## src/rtl/edge2en_pkg.sv

```systemverilog
`default_nettype none
// +----------------------------------------------------------------------+
// | edge2en_pkg                                                          |
// | Shared edge-select encoding and helpers for multi_edge2en.           |
// | Rev 1.0 - initial release                                            |
// +----------------------------------------------------------------------+
package edge2en_pkg;

  // Per-channel edge selection carried on two bits of the mode bus
  typedef enum logic [1:0] {
    EDGE_OFF  = 2'd0,
    EDGE_RISE = 2'd1,
    EDGE_FALL = 2'd2,
    EDGE_BOTH = 2'd3
  } edge_mode_e;

  // Legal channel count range
  localparam int CH_MIN = 1;
  localparam int CH_MAX = 32;

  // Select which detected edges produce an enable for a given mode
  function automatic logic edge_sel(input edge_mode_e m, input logic rise, input logic fall);
    logic take_rise;
    logic take_fall;
    take_rise = (m == EDGE_RISE) || (m == EDGE_BOTH);
    take_fall = (m == EDGE_FALL) || (m == EDGE_BOTH);
    return (rise & take_rise) | (fall & take_fall);
  endfunction

endpackage
`default_nettype wire

```

## src/rtl/edge2en_chan.sv

```systemverilog
`default_nettype none
// +----------------------------------------------------------------------+
// | edge2en_chan                                                         |
// | One channel: synchroniser, debounce filter, edge detect and sticky   |
// | pending/overrun flags.                                               |
// | Rev 1.0 - initial release                                            |
// +----------------------------------------------------------------------+
module edge2en_chan
  import edge2en_pkg::*;
#(
  parameter int SYNC_STAGES = 2,
  parameter int FILT_LEN    = 0
) (
  input  logic       clk,
  input  logic       rst,
  input  logic       in,
  input  edge_mode_e mode,
  input  logic       clr,
  output logic       level,
  output logic       en,
  output logic       pending,
  output logic       overrun
);

  logic s;

  if (SYNC_STAGES == 0) begin : g_nosync
    // Input already synchronous to clk: use it directly
    assign s = in;
  end else begin : g_sync
    logic [SYNC_STAGES-1:0] sync_q;
    logic [SYNC_STAGES-1:0] sync_d;

    // Shift the raw input one stage further down the chain each cycle
    always_comb begin
      sync_d    = sync_q;
      sync_d[0] = in;
      for (int i = 1; i < SYNC_STAGES; i++) begin
        sync_d[i] = sync_q[i-1];
      end
    end

    // Synchroniser flops
    always_ff @(posedge clk) begin
      if (rst) sync_q <= '0;
      else     sync_q <= sync_d;
    end

    assign s = sync_q[SYNC_STAGES-1];
  end

  if (FILT_LEN == 0) begin : g_nofilt
    // Filter bypassed: level follows the synchronised input
    assign level = s;
  end else begin : g_filt
    localparam int CNT_W = $clog2(FILT_LEN + 1);
    localparam logic [CNT_W-1:0] CNT_LAST = CNT_W'(FILT_LEN - 1);

    logic [CNT_W-1:0] cnt_q;
    logic [CNT_W-1:0] cnt_d;
    logic             level_q;
    logic             level_d;

    // Count consecutive disagreeing samples; flip level on the FILT_LEN-th
    always_comb begin
      level_d = level_q;
      cnt_d   = '0;
      if (s != level_q) begin
        if (cnt_q == CNT_LAST) begin
          level_d = ~level_q;
        end else begin
          cnt_d = cnt_q + CNT_W'(1);
        end
      end
    end

    // Debounce state
    always_ff @(posedge clk) begin
      if (rst) begin
        cnt_q   <= '0;
        level_q <= 1'b0;
      end else begin
        cnt_q   <= cnt_d;
        level_q <= level_d;
      end
    end

    assign level = level_q;
  end

  logic prev_q;
  logic prev_d;
  logic pending_q;
  logic pending_d;
  logic overrun_q;
  logic overrun_d;
  logic rise;
  logic fall;

  // Edge detect, mode gating and next state of the sticky flags.
  // en is masked while rst is high so a combinational path from in
  // cannot pulse during reset; the flags let a new edge win over clr.
  always_comb begin
    prev_d    = level;
    rise      = level & ~prev_q;
    fall      = ~level & prev_q;
    en        = ~rst & edge_sel(mode, rise, fall);
    pending_d = en | (pending_q & ~clr);
    overrun_d = (en & pending_q) | (overrun_q & ~clr);
  end

  // Previous level and sticky flags
  always_ff @(posedge clk) begin
    if (rst) begin
      prev_q    <= 1'b0;
      pending_q <= 1'b0;
      overrun_q <= 1'b0;
    end else begin
      prev_q    <= prev_d;
      pending_q <= pending_d;
      overrun_q <= overrun_d;
    end
  end

  assign pending = pending_q;
  assign overrun = overrun_q;

endmodule
`default_nettype wire

```

## src/rtl/multi_edge2en.sv

```systemverilog
`default_nettype none
// +----------------------------------------------------------------------+
// | multi_edge2en                                                        |
// | CH independent level-to-enable converters with optional             |
// | synchroniser, debounce and sticky pending/overrun status.            |
// | Rev 1.0 - initial release                                            |
// +----------------------------------------------------------------------+
module multi_edge2en
  import edge2en_pkg::*;
#(
  parameter int CH          = 4,
  parameter int SYNC_STAGES = 2,
  parameter int FILT_LEN    = 0
) (
  input  logic            clk,
  input  logic            rst,
  input  logic [CH-1:0]   in,
  input  logic [2*CH-1:0] mode,
  input  logic [CH-1:0]   clr,
  output logic [CH-1:0]   level,
  output logic [CH-1:0]   en,
  output logic [CH-1:0]   pending,
  output logic [CH-1:0]   overrun,
  output logic            any_en
);

  if ((CH < CH_MIN) || (CH > CH_MAX)) begin : g_bad_ch
    $error("multi_edge2en: CH=%0d outside 1..32", CH);
  end

  if ((SYNC_STAGES < 0) || (FILT_LEN < 0)) begin : g_bad_param
    $error("multi_edge2en: SYNC_STAGES and FILT_LEN must be non-negative");
  end

  for (genvar i = 0; i < CH; i++) begin : g_chan
    edge2en_chan #(
      .SYNC_STAGES (SYNC_STAGES),
      .FILT_LEN    (FILT_LEN)
    ) u_chan (
      .clk     (clk),
      .rst     (rst),
      .in      (in[i]),
      .mode    (edge_mode_e'(mode[2*i +: 2])),
      .clr     (clr[i]),
      .level   (level[i]),
      .en      (en[i]),
      .pending (pending[i]),
      .overrun (overrun[i])
    );
  end

  assign any_en = |en;

endmodule
`default_nettype wire

```

## config.mk

```make
export PLATFORM = sky130hd
export DESIGN_NAME = multi_edge2en
export DESIGN_NICKNAME = d
export VERILOG_FILES = /design/src/rtl/edge2en_pkg.sv /design/src/rtl/edge2en_chan.sv /design/src/rtl/multi_edge2en.sv
export SDC_FILE = /design/constraint.sdc
export NUM_CORES = 1
export LEC_CHECK = 0
export CAP_MARGIN = 20
export CORE_MARGIN = 4
export CORE_UTILIZATION = 32
export CTS_CLUSTER_SIZE = 24
export DETAILED_ROUTE_END_ITERATION = 6
export HOLD_SLACK_MARGIN = 0.12
export PLACE_DENSITY = 0.75
export SETUP_SLACK_MARGIN = 0.4
export SYNTH_ARGS = -nofsm -noshare
export SYNTH_HDL_FRONTEND = slang
export SYNTH_HIERARCHICAL = 1
export SYNTH_SLANG_ARGS = --single-unit
```

## constraint.sdc

```tcl
create_clock -name clk -period 2.4 [get_ports clk]
set_input_delay 0.48 -clock clk [delete_from_list [all_inputs] [get_ports clk]]
set_output_delay 0.48 -clock clk [all_outputs]
set_load 0.02 [all_outputs]
```

==> metrics.md, run 1 <==
| Metric | Value |
|---|---|
| Sw Share | `0.208` |
| Avg Cell Area, Syn | `11.6 um^2` |
| Syn Inst Count | `57` |
| Post-route cell area | `about 0.0012 mm^2` |
| Relative slew margins | `0.839` |
| Area delta synth->final | `76.8%` |
| Die area | `0.00286 mm^2` |
| Critical path class | `primary input to primary output` |
| Fin Clk Skew | `0.00263 ns` |
| Min Clock Period, post-route | `about 2 ns` |
| Worst slew pin tran | `0.240 ns` |
| Worst Hold Endpoint | `g_chan[3].u_chan/g_sync.sync_q[1]` |
| Initial antenna violation count | `0` |
| R2R Setup Slk | `1.34 ns` |
| Clock power frac | `0.295` |
| Peak VDD IR | `0.000331 V` |
| Largest net degree at the start of global routing | `12` |
| First-pass GRT wire length | `2.45 mm` |
| Crit path max fanout | `2` |
| Hold Path Class | `flip-flop to flip-flop` |
| RSZ-0062 raised after global routing | `true` |
| Initial DRC count | `4` |
| FF-to-FF Start | `g_chan[1].u_chan/g_sync.sync_q[1]` |
| Post-Syn Nets | `75` |
| Area of the multi-input gates | `263 um^2` |
| Slew Limit Fails | `0` |
| Pwr per Cell Area | `530 mW/mm^2` |
| Final estimated routing congestion in global placement | `0.658` |
| Reg2reg end | `g_chan[1].u_chan/overrun` |
| Largest area contributor in the netlist | `dfxtp_1` |
| CP Launch Type | `primary input` |
| Final WL | `1.64 mm` |
| Post-Synthesis Cell Area | `between 600 and 700 um^2` |
| Drt wl/cell | `12.5 um` |
| Grt ovf | `0` |
| Layout cells sized above 1 | `0.260` |
| Final WS setup | `0.407 ns` |
| TNS Setup | `0 ns` |
| Commonest non-fill, non-tap cell in the layout | `clkdlybuf4s50_1` |
| Clock-pin slew on the worst setup and hold paths | `0.10 ns` |
| Hold Crit Depth | `1` |
| CTS tree | `yes` |
| Crit path DAT | `1.51 ns` |
| Post-synth top area share | `0.604` |
| Row count | `16` |
| Distinct cell type count after synthesis | `8` |
| Total CTS buffers | `3` |
| I/O pin cnt | `35` |
| Psw | `130 uW` |
| #FFs+latches synth | `20` |
| Worst path required time | `1.92 ns` |
| Setup violations, final | `0` |
| Outcome | `finished, final reports clean` |
| DR pass1 iterations | `4` |
| Vias per cell | `4.51` |
| Root Driver | `clkbuf_4` |
| Slowest stage delay, CP | `0.48 ns` |
| Post-route DRC | `0` |
| Port Buf Inserts | `34` |
| Most frequent cells in the layout | `clkdlybuf4s50_1, dfxtp_1, nor2b_1` |
| Path depth of the worst reg2reg path | `4` |
| Worst-Skew Late Latency | `0.28 ns` |
| Comb power frac | `0.145` |
| Cell Int Power | `492 uW` |
| Fin nets | `123` |
| Core ar. | `0.00196 mm^2` |
| Placed cell area | `~0.0011 mm^2` |
| Fin. Hold Viols | `0` |
| Sink Count | `20` |
| Total power | `622 uW` |
| Lkg Pwr | `0.510 nW` |
| Cells along the critical path | `dlygate4sd2_1, nand3b_1, a21oi_2, or4_1, buf_6` |
| Die Wd | `53.5 um` |
| GRT Total Usage | `0.118` |
| Highest clock rate | `502 MHz` |
| Top post-synthesis cells by area | `dfxtp_1, nor2b_1, nand3b_1` |
| Starting density of the core | `0.338` |
| Die H | `53.5 um` |
| Max_cap viols | `0` |
| H-tree levels | `1` |
| HPWL Detailed | `1.29 mm` |
| Diodes inserted | `0` |
| Crit end category | `primary output` |
| Yosys warns | `6` |
| CP delay by family, top | `simple AND/OR/NAND/NOR gates` |
| Setup WS pre-CTS | `-0.310 ns` |
| Reg power frac | `0.560` |
| Sequential cell area fraction in the yosys report | `0.604` |
| Post-layout util | `0.598` |
| Fill cell count | `184` |
| Worst Path Buf+Inv | `2` |
| Worst hold start | `g_chan[3].u_chan/g_sync.sync_q[0]` |
| Register area | `slightly above 400 um^2` |
| DRT antenna net count | `0` |
| Clock Tree Buf Depth | `2` |
| Final Cycle Share | `0.830` |
| Critical path's slowest cell | `or4_1` |
| Vias after detailed routing | `591` |
| Vias in the first global route | `about 550` |
==> routing by layer <==
metal	GRT usage	vias up	wire [um]
li1	-	295	-
met1	0.134	268	721
met2	0.200	28	703
met3	0.0479	0	210
met4	0.0383	0	0
met5	0	-	0
==> kinds of logic (layout without fill, tap and decap cells) <==
logic type             after synthesis  in the layout  share of synthesized area
AO/OA/AOI/OAI                       12             12                      0.158
buffers and inverters                0             47                          0
flip-flops                          20             20                      0.604
AND/OR/NAND/NOR                     25             25                      0.238
==> synth_stat cells <==
cell type	count
nand3b_1	8
a22o_2	4
a21o_1	4
nor2_1	4
or4_1	1
dfxtp_1	20
a21oi_2	4
nor2b_1	12
==> worst reg2reg max path: stages, from the launching register on <==
cell and delay [ns]:
dfxtp_1 0.37, nand3b_1 0.14, a21oi_2 0.06, buf_4 0.14, a22o_2 0.25
==> power by group through the flow <==
stage / clock (mW) / sequential (mW) / combinational, mW
2_1_floorplan: 0 / 0.361 / 0.0199
3_3_place_gp: 0 / 0.355 / 0.0860
3_5_place_dp: 0 / 0.356 / 0.0872
4_1_cts: 0.190 / 0.348 / 0.0904
5_1_grt: 0.198 / 0.350 / 0.0953
6_report: 0.183 / 0.348 / 0.0902
==> worst max path at each step <==
stage	start	to	slack, ns	cells past startpoint
6_report	mode[7]	any_en	0.41	5
5_1_grt	g_chan[2].u_chan/g_sync.sync_q[1]	any_en	0.37	4
4_1_cts	g_chan[2].u_chan/g_sync.sync_q[1]	any_en	0.40	4
3_5_place_dp	rst	any_en	-0.31	5
3_3_place_gp	rst	any_en	-0.30	5
2_1_floorplan	g_chan[1].u_chan/g_sync.sync_q[1]	any_en	0.56	3
==> flip-flops by register name (all words and copies together) (netlist names) <==
signal                       flops
g_chan.u_chan/prev_q             4
g_chan.u_chan/overrun            4
g_chan.u_chan/g_sync.sync_q      8
g_chan.u_chan/pending            4
==> stage by stage <==
step | hold slack (ns) | cells
after floorplan | 0.414 | 57
after global placement | 0.416 | 125
after detailed placement | 0.431 | 125
after CTS | 0.452 | 131
after global routing | 0.463 | 131
final | 0.448 | 131
==> layout make-up <==
cell class,count,area share
Multi-Input combinational cell,37,0.224
Sequential cell,20,0.345
Clock buffer,4,0.0309
Tap cell,27,0.0288
Timing Repair Buffer,43,0.371
==> repair_timing <==
action,4_1_cts,5_1_grt
setup buffers,1,0
gates cloned,1,0
pin swaps,9,0
endpoints found under the setup margin,5,1
gates resized for setup,32,0
hold buffers,0,0
Note: power is estimated with default switching activity, not from simulation.
==> inputs of run 2 (changes only) <==
--- a/config.mk
+++ b/config.mk
@@ -11,7 +11,7 @@
 export CTS_CLUSTER_SIZE = 24
 export DETAILED_ROUTE_END_ITERATION = 6
 export HOLD_SLACK_MARGIN = 0.12
-export PLACE_DENSITY = 0.75
+export PLACE_DENSITY = 0.78
 export SETUP_SLACK_MARGIN = 0.4
 export SYNTH_ARGS = -nofsm -noshare
 export SYNTH_HDL_FRONTEND = slang
==> constraint.sdc (replaced) <==
create_clock -name clk -period 1.8 [get_ports clk]
set_input_delay 0.36 -clock clk [delete_from_list [all_inputs] [get_ports clk]]
set_output_delay 0.36 -clock clk [all_outputs]
set_load 0.02 [all_outputs]
==> run 2 against run 1 <==
  * The flow now finishes with violations (negative setup slack)
  * Clock skew shrank 0.0020 ns
  * Sequential share of layout area is 0.59 points higher
  * Utilization is 0.45 points higher
  * Register-to-register slack worse by 0.73 ns
  * Non-clock buffer count increased by 4
  * Largest power group unchanged
  * Highest routed layer unchanged
==> metrics.md, run 2 (synthesis gave the netlist of run 1 again) <==
| Metric | Value |
|---|---|
| HPWL Detailed | `1.33 mm (+2.9%)` |
| Max reg flops | `8 (unchanged)` |
| DR pass1 iterations | `4 (unchanged)` |
| Sink Count | `20 (unchanged)` |
| Hold Crit Depth | `1 (unchanged)` |
| Worst-Skew Late Latency | `0.29 ns (about the same)` |
| Clock-pin slew on the worst setup and hold paths | `0.11 ns (about the same)` |
| Layout cells sized above 1 | `0.389 (+0.129)` |
| Path depth of the worst reg2reg path | `5 (+1)` |
| Lkg Pwr | `0.555 nW (+8.9%)` |
| Commonest non-fill, non-tap cell in the layout | `dlygate4sd2_1` |
| Initial antenna violation count | `0 (unchanged)` |
| Relative slew margins | `0.856 (+0.0169)` |
| Placed cell area | `0.00115 mm^2 (+4.0%)` |
| Die Wd | `53.5 um (unchanged)` |
| R2R Setup Slk | `0.61 ns (-0.73 ns)` |
| Worst slew pin tran | `0.216 ns (-0.0237 ns)` |
| Grt ovf | `0 (unchanged)` |
| Area delta synth->final | `78.1%` |
| Setup WS pre-CTS | `-0.684 ns (-0.374 ns)` |
| DRT antenna net count | `0 (unchanged)` |
| Biggest register | `g_chan.u_chan/g_sync.sync_q` |
| Crit end category | `primary output` |
| Post-route cell area | `0.00118 mm^2 (+0.75%)` |
| First-pass GRT wire length | `2.59 mm (+5.6%)` |
| Final WS setup | `-0.0635 ns (-0.471 ns)` |
| CTS tree | `yes` |
| Final non-filler cell total | `135 (+3.1%)` |
| FF-to-FF Start | `g_chan[2].u_chan/g_sync.sync_q[1]` |
| Max_cap viols | `0 (unchanged)` |
| Comb power frac | `0.139 (-0.006)` |
| Worst Path Buf+Inv | `1 (-1)` |
| Worst Hold Endpoint | `g_chan[0].u_chan/g_sync.sync_q[1]` |
| Reg power frac | `0.560 (about the same)` |
| Vias per cell | `4.39 (-2.8%)` |
| Hold Path Class | `flip-flop to flip-flop` |
| H-tree levels | `1 (unchanged)` |
| Port Buf Inserts | `34 (unchanged)` |
| Fin. Hold Viols | `0 (unchanged)` |
| Fin Clk Skew | `0.000669 ns (-0.00196 ns)` |
| Outcome | `complete, but fails checks` |
| Most frequent cells in the layout | `dlygate4sd2_1, dfxtp_1, nor2b_1` |
| Post-route DRC | `0 (unchanged)` |
| Vias in the first global route | `624 (+13%)` |
| Final Cycle Share | `1.04` |
| TNS Setup | `-0.0635 ns (-0.0635 ns)` |
| Diodes inserted | `0 (unchanged)` |
| Root Driver | `clkbuf_4` |
| Cell Int Power | `648 uW (+32%)` |
| Min Clock Period, post-route | `1.86 ns` |
| Vias after detailed routing | `592 (+0.17%)` |
| Critical path class | `flip-flop to primary output` |
| Worst path required time | `1.44 ns (-0.48 ns)` |
| Sw Share | `0.217 (+0.00810)` |
| Critical path's slowest cell | `or4_4` |
| Fill cell count | `178 (-3.3%)` |
| Register area | `414 um^2 (+2.5%)` |
| Die area | `0.00286 mm^2 (unchanged)` |
| Reg2reg end | `g_chan[2].u_chan/overrun` |
| Slew Limit Fails | `0 (unchanged)` |
| Hold buffers post-CTS | `0 (unchanged)` |
| Starting density of the core | `0.338 (unchanged)` |
| Highest clock rate | `537 MHz` |
| GRT Total Usage | `0.128 (+0.00998)` |
| Psw | `179 uW (+38%)` |
| WHS | `0.443 ns (-0.00482 ns)` |
| Fin nets | `127 (+3.3%)` |
| Initial DRC count | `5 (+1)` |
| Die H | `53.5 um (unchanged)` |
| Row count | `16 (unchanged)` |
| Clock Tree Buf Depth | `2 (unchanged)` |
| Core ar. | `0.00196 mm^2 (unchanged)` |
| Dpl cells | `128 (+2.4%)` |
| Failing checks | `negative setup slack` |
| Area of the multi-input gates | `274 um^2 (+4.3%)` |
| Crit path max fanout | `3 (+1)` |
| Drt wl/cell | `12.2 um (-2.0%)` |
| CP Launch Type | `flip-flop` |
| Pwr per Cell Area | `700 mW/mm^2 (+32%)` |
| RSZ-0062 raised after global routing | `true` |
| Crit path DAT | `1.50 ns (about the same)` |
| Slowest stage delay, CP | `0.53 ns (+0.05 ns)` |
| Worst hold start | `g_chan[0].u_chan/g_sync.sync_q[0]` |
| CP delay by family, top | `simple AND/OR/NAND/NOR gates` |
| Clock power frac | `0.301 (+0.006)` |
| Peak VDD IR | `0.000460 V (+39%)` |
| Setup violations, final | `1 (+1)` |
| Final WL | `1.65 mm (+1.0%)` |
| Final estimated routing congestion in global placement | `0.633 (-3.8%)` |
| I/O pin cnt | `35 (unchanged)` |
| Largest net degree at the start of global routing | `12 (unchanged)` |
| Total CTS buffers | `3 (unchanged)` |
| Cells along the critical path | `nand3b_1, a21oi_2, or4_4, buf_6` |
[run 2: cell count changes in the layout (fill, tap and decap cells not counted), moves of 4 or more]
cell,delta
buf_4,+4
buf_6,+5
clkdlybuf4s50_1,-12
dfxtp_1,-4
dlygate4sd2_1,+8
[run 2: how the worst max path moves through the flow]
| stage | slack, ns | cells after the start | start | endpoint |
|---|---|---|---|---|
| floorplan | 0.24 | 3 | g_chan[2].u_chan/g_sync.sync_q[1] | any_en |
| global placement | -0.66 | 5 | rst | any_en |
| detailed placement | -0.68 | 5 | rst | any_en |
| CTS | -0.06 | 4 | g_chan[1].u_chan/g_sync.sync_q[1] | any_en |
| global route | -0.13 | 4 | g_chan[1].u_chan/prev_q | any_en |
| finish | -0.06 | 4 | g_chan[1].u_chan/g_sync.sync_q[1] | any_en |
[run 2: cell type report]
| class | instances | share of cell area |
|---|---|---|
| clock buffers | 4 | 0.0307 |
| multi-input cells | 37 | 0.232 |
| flip-flops and latches | 20 | 0.351 |
| well taps | 27 | 0.0286 |
| repair buffers | 47 | 0.358 |
[run 2: timing repair]
action,CTS,global route
pin swaps,13,1
buffers inserted,3,0
resized for setup,61,8
cloned,0,0
endpoints found under the setup margin,17,12
[run 2: metal layers]
metal	up-vias	part of all wire	wire length (um)	global-route usage
met5	-	0	0	0
li1	299	-	-	-
met2	23	0.54	889	0.251
met3	0	0.070	116	0.0254
met4	0	0	0	0.0511
met1	270	0.39	646	0.129
[run 2: through the flow]
step | utilization | power [mW]
floorplan | - | 0.509
global placement | 0.584 | 0.593
detailed placement | 0.584 | 0.596
CTS | 0.612 | 0.842
global route | 0.602 | 0.875
finish | 0.602 | 0.827
[run 2: power groups by stage]
stage,logic (mW),registers [mW],clock network [mW]
floorplan,0.0290,0.481,0
global placement,0.122,0.472,0
detailed placement,0.124,0.473,0
CTS,0.118,0.462,0.262
global route,0.123,0.465,0.287
finish,0.115,0.463,0.249
==> inputs of run 3 (changes only) <==
--- a/config.mk
+++ b/config.mk
@@ -13,6 +13,7 @@
 export HOLD_SLACK_MARGIN = 0.12
 export PLACE_DENSITY = 0.78
 export SETUP_SLACK_MARGIN = 0.4
+export SLEW_MARGIN = 10
 export SYNTH_ARGS = -nofsm -noshare
 export SYNTH_HDL_FRONTEND = slang
 export SYNTH_HIERARCHICAL = 1
==> results of run 3 <==
Same layout as run 2: the final DEF is identical, and so are final timing and power.
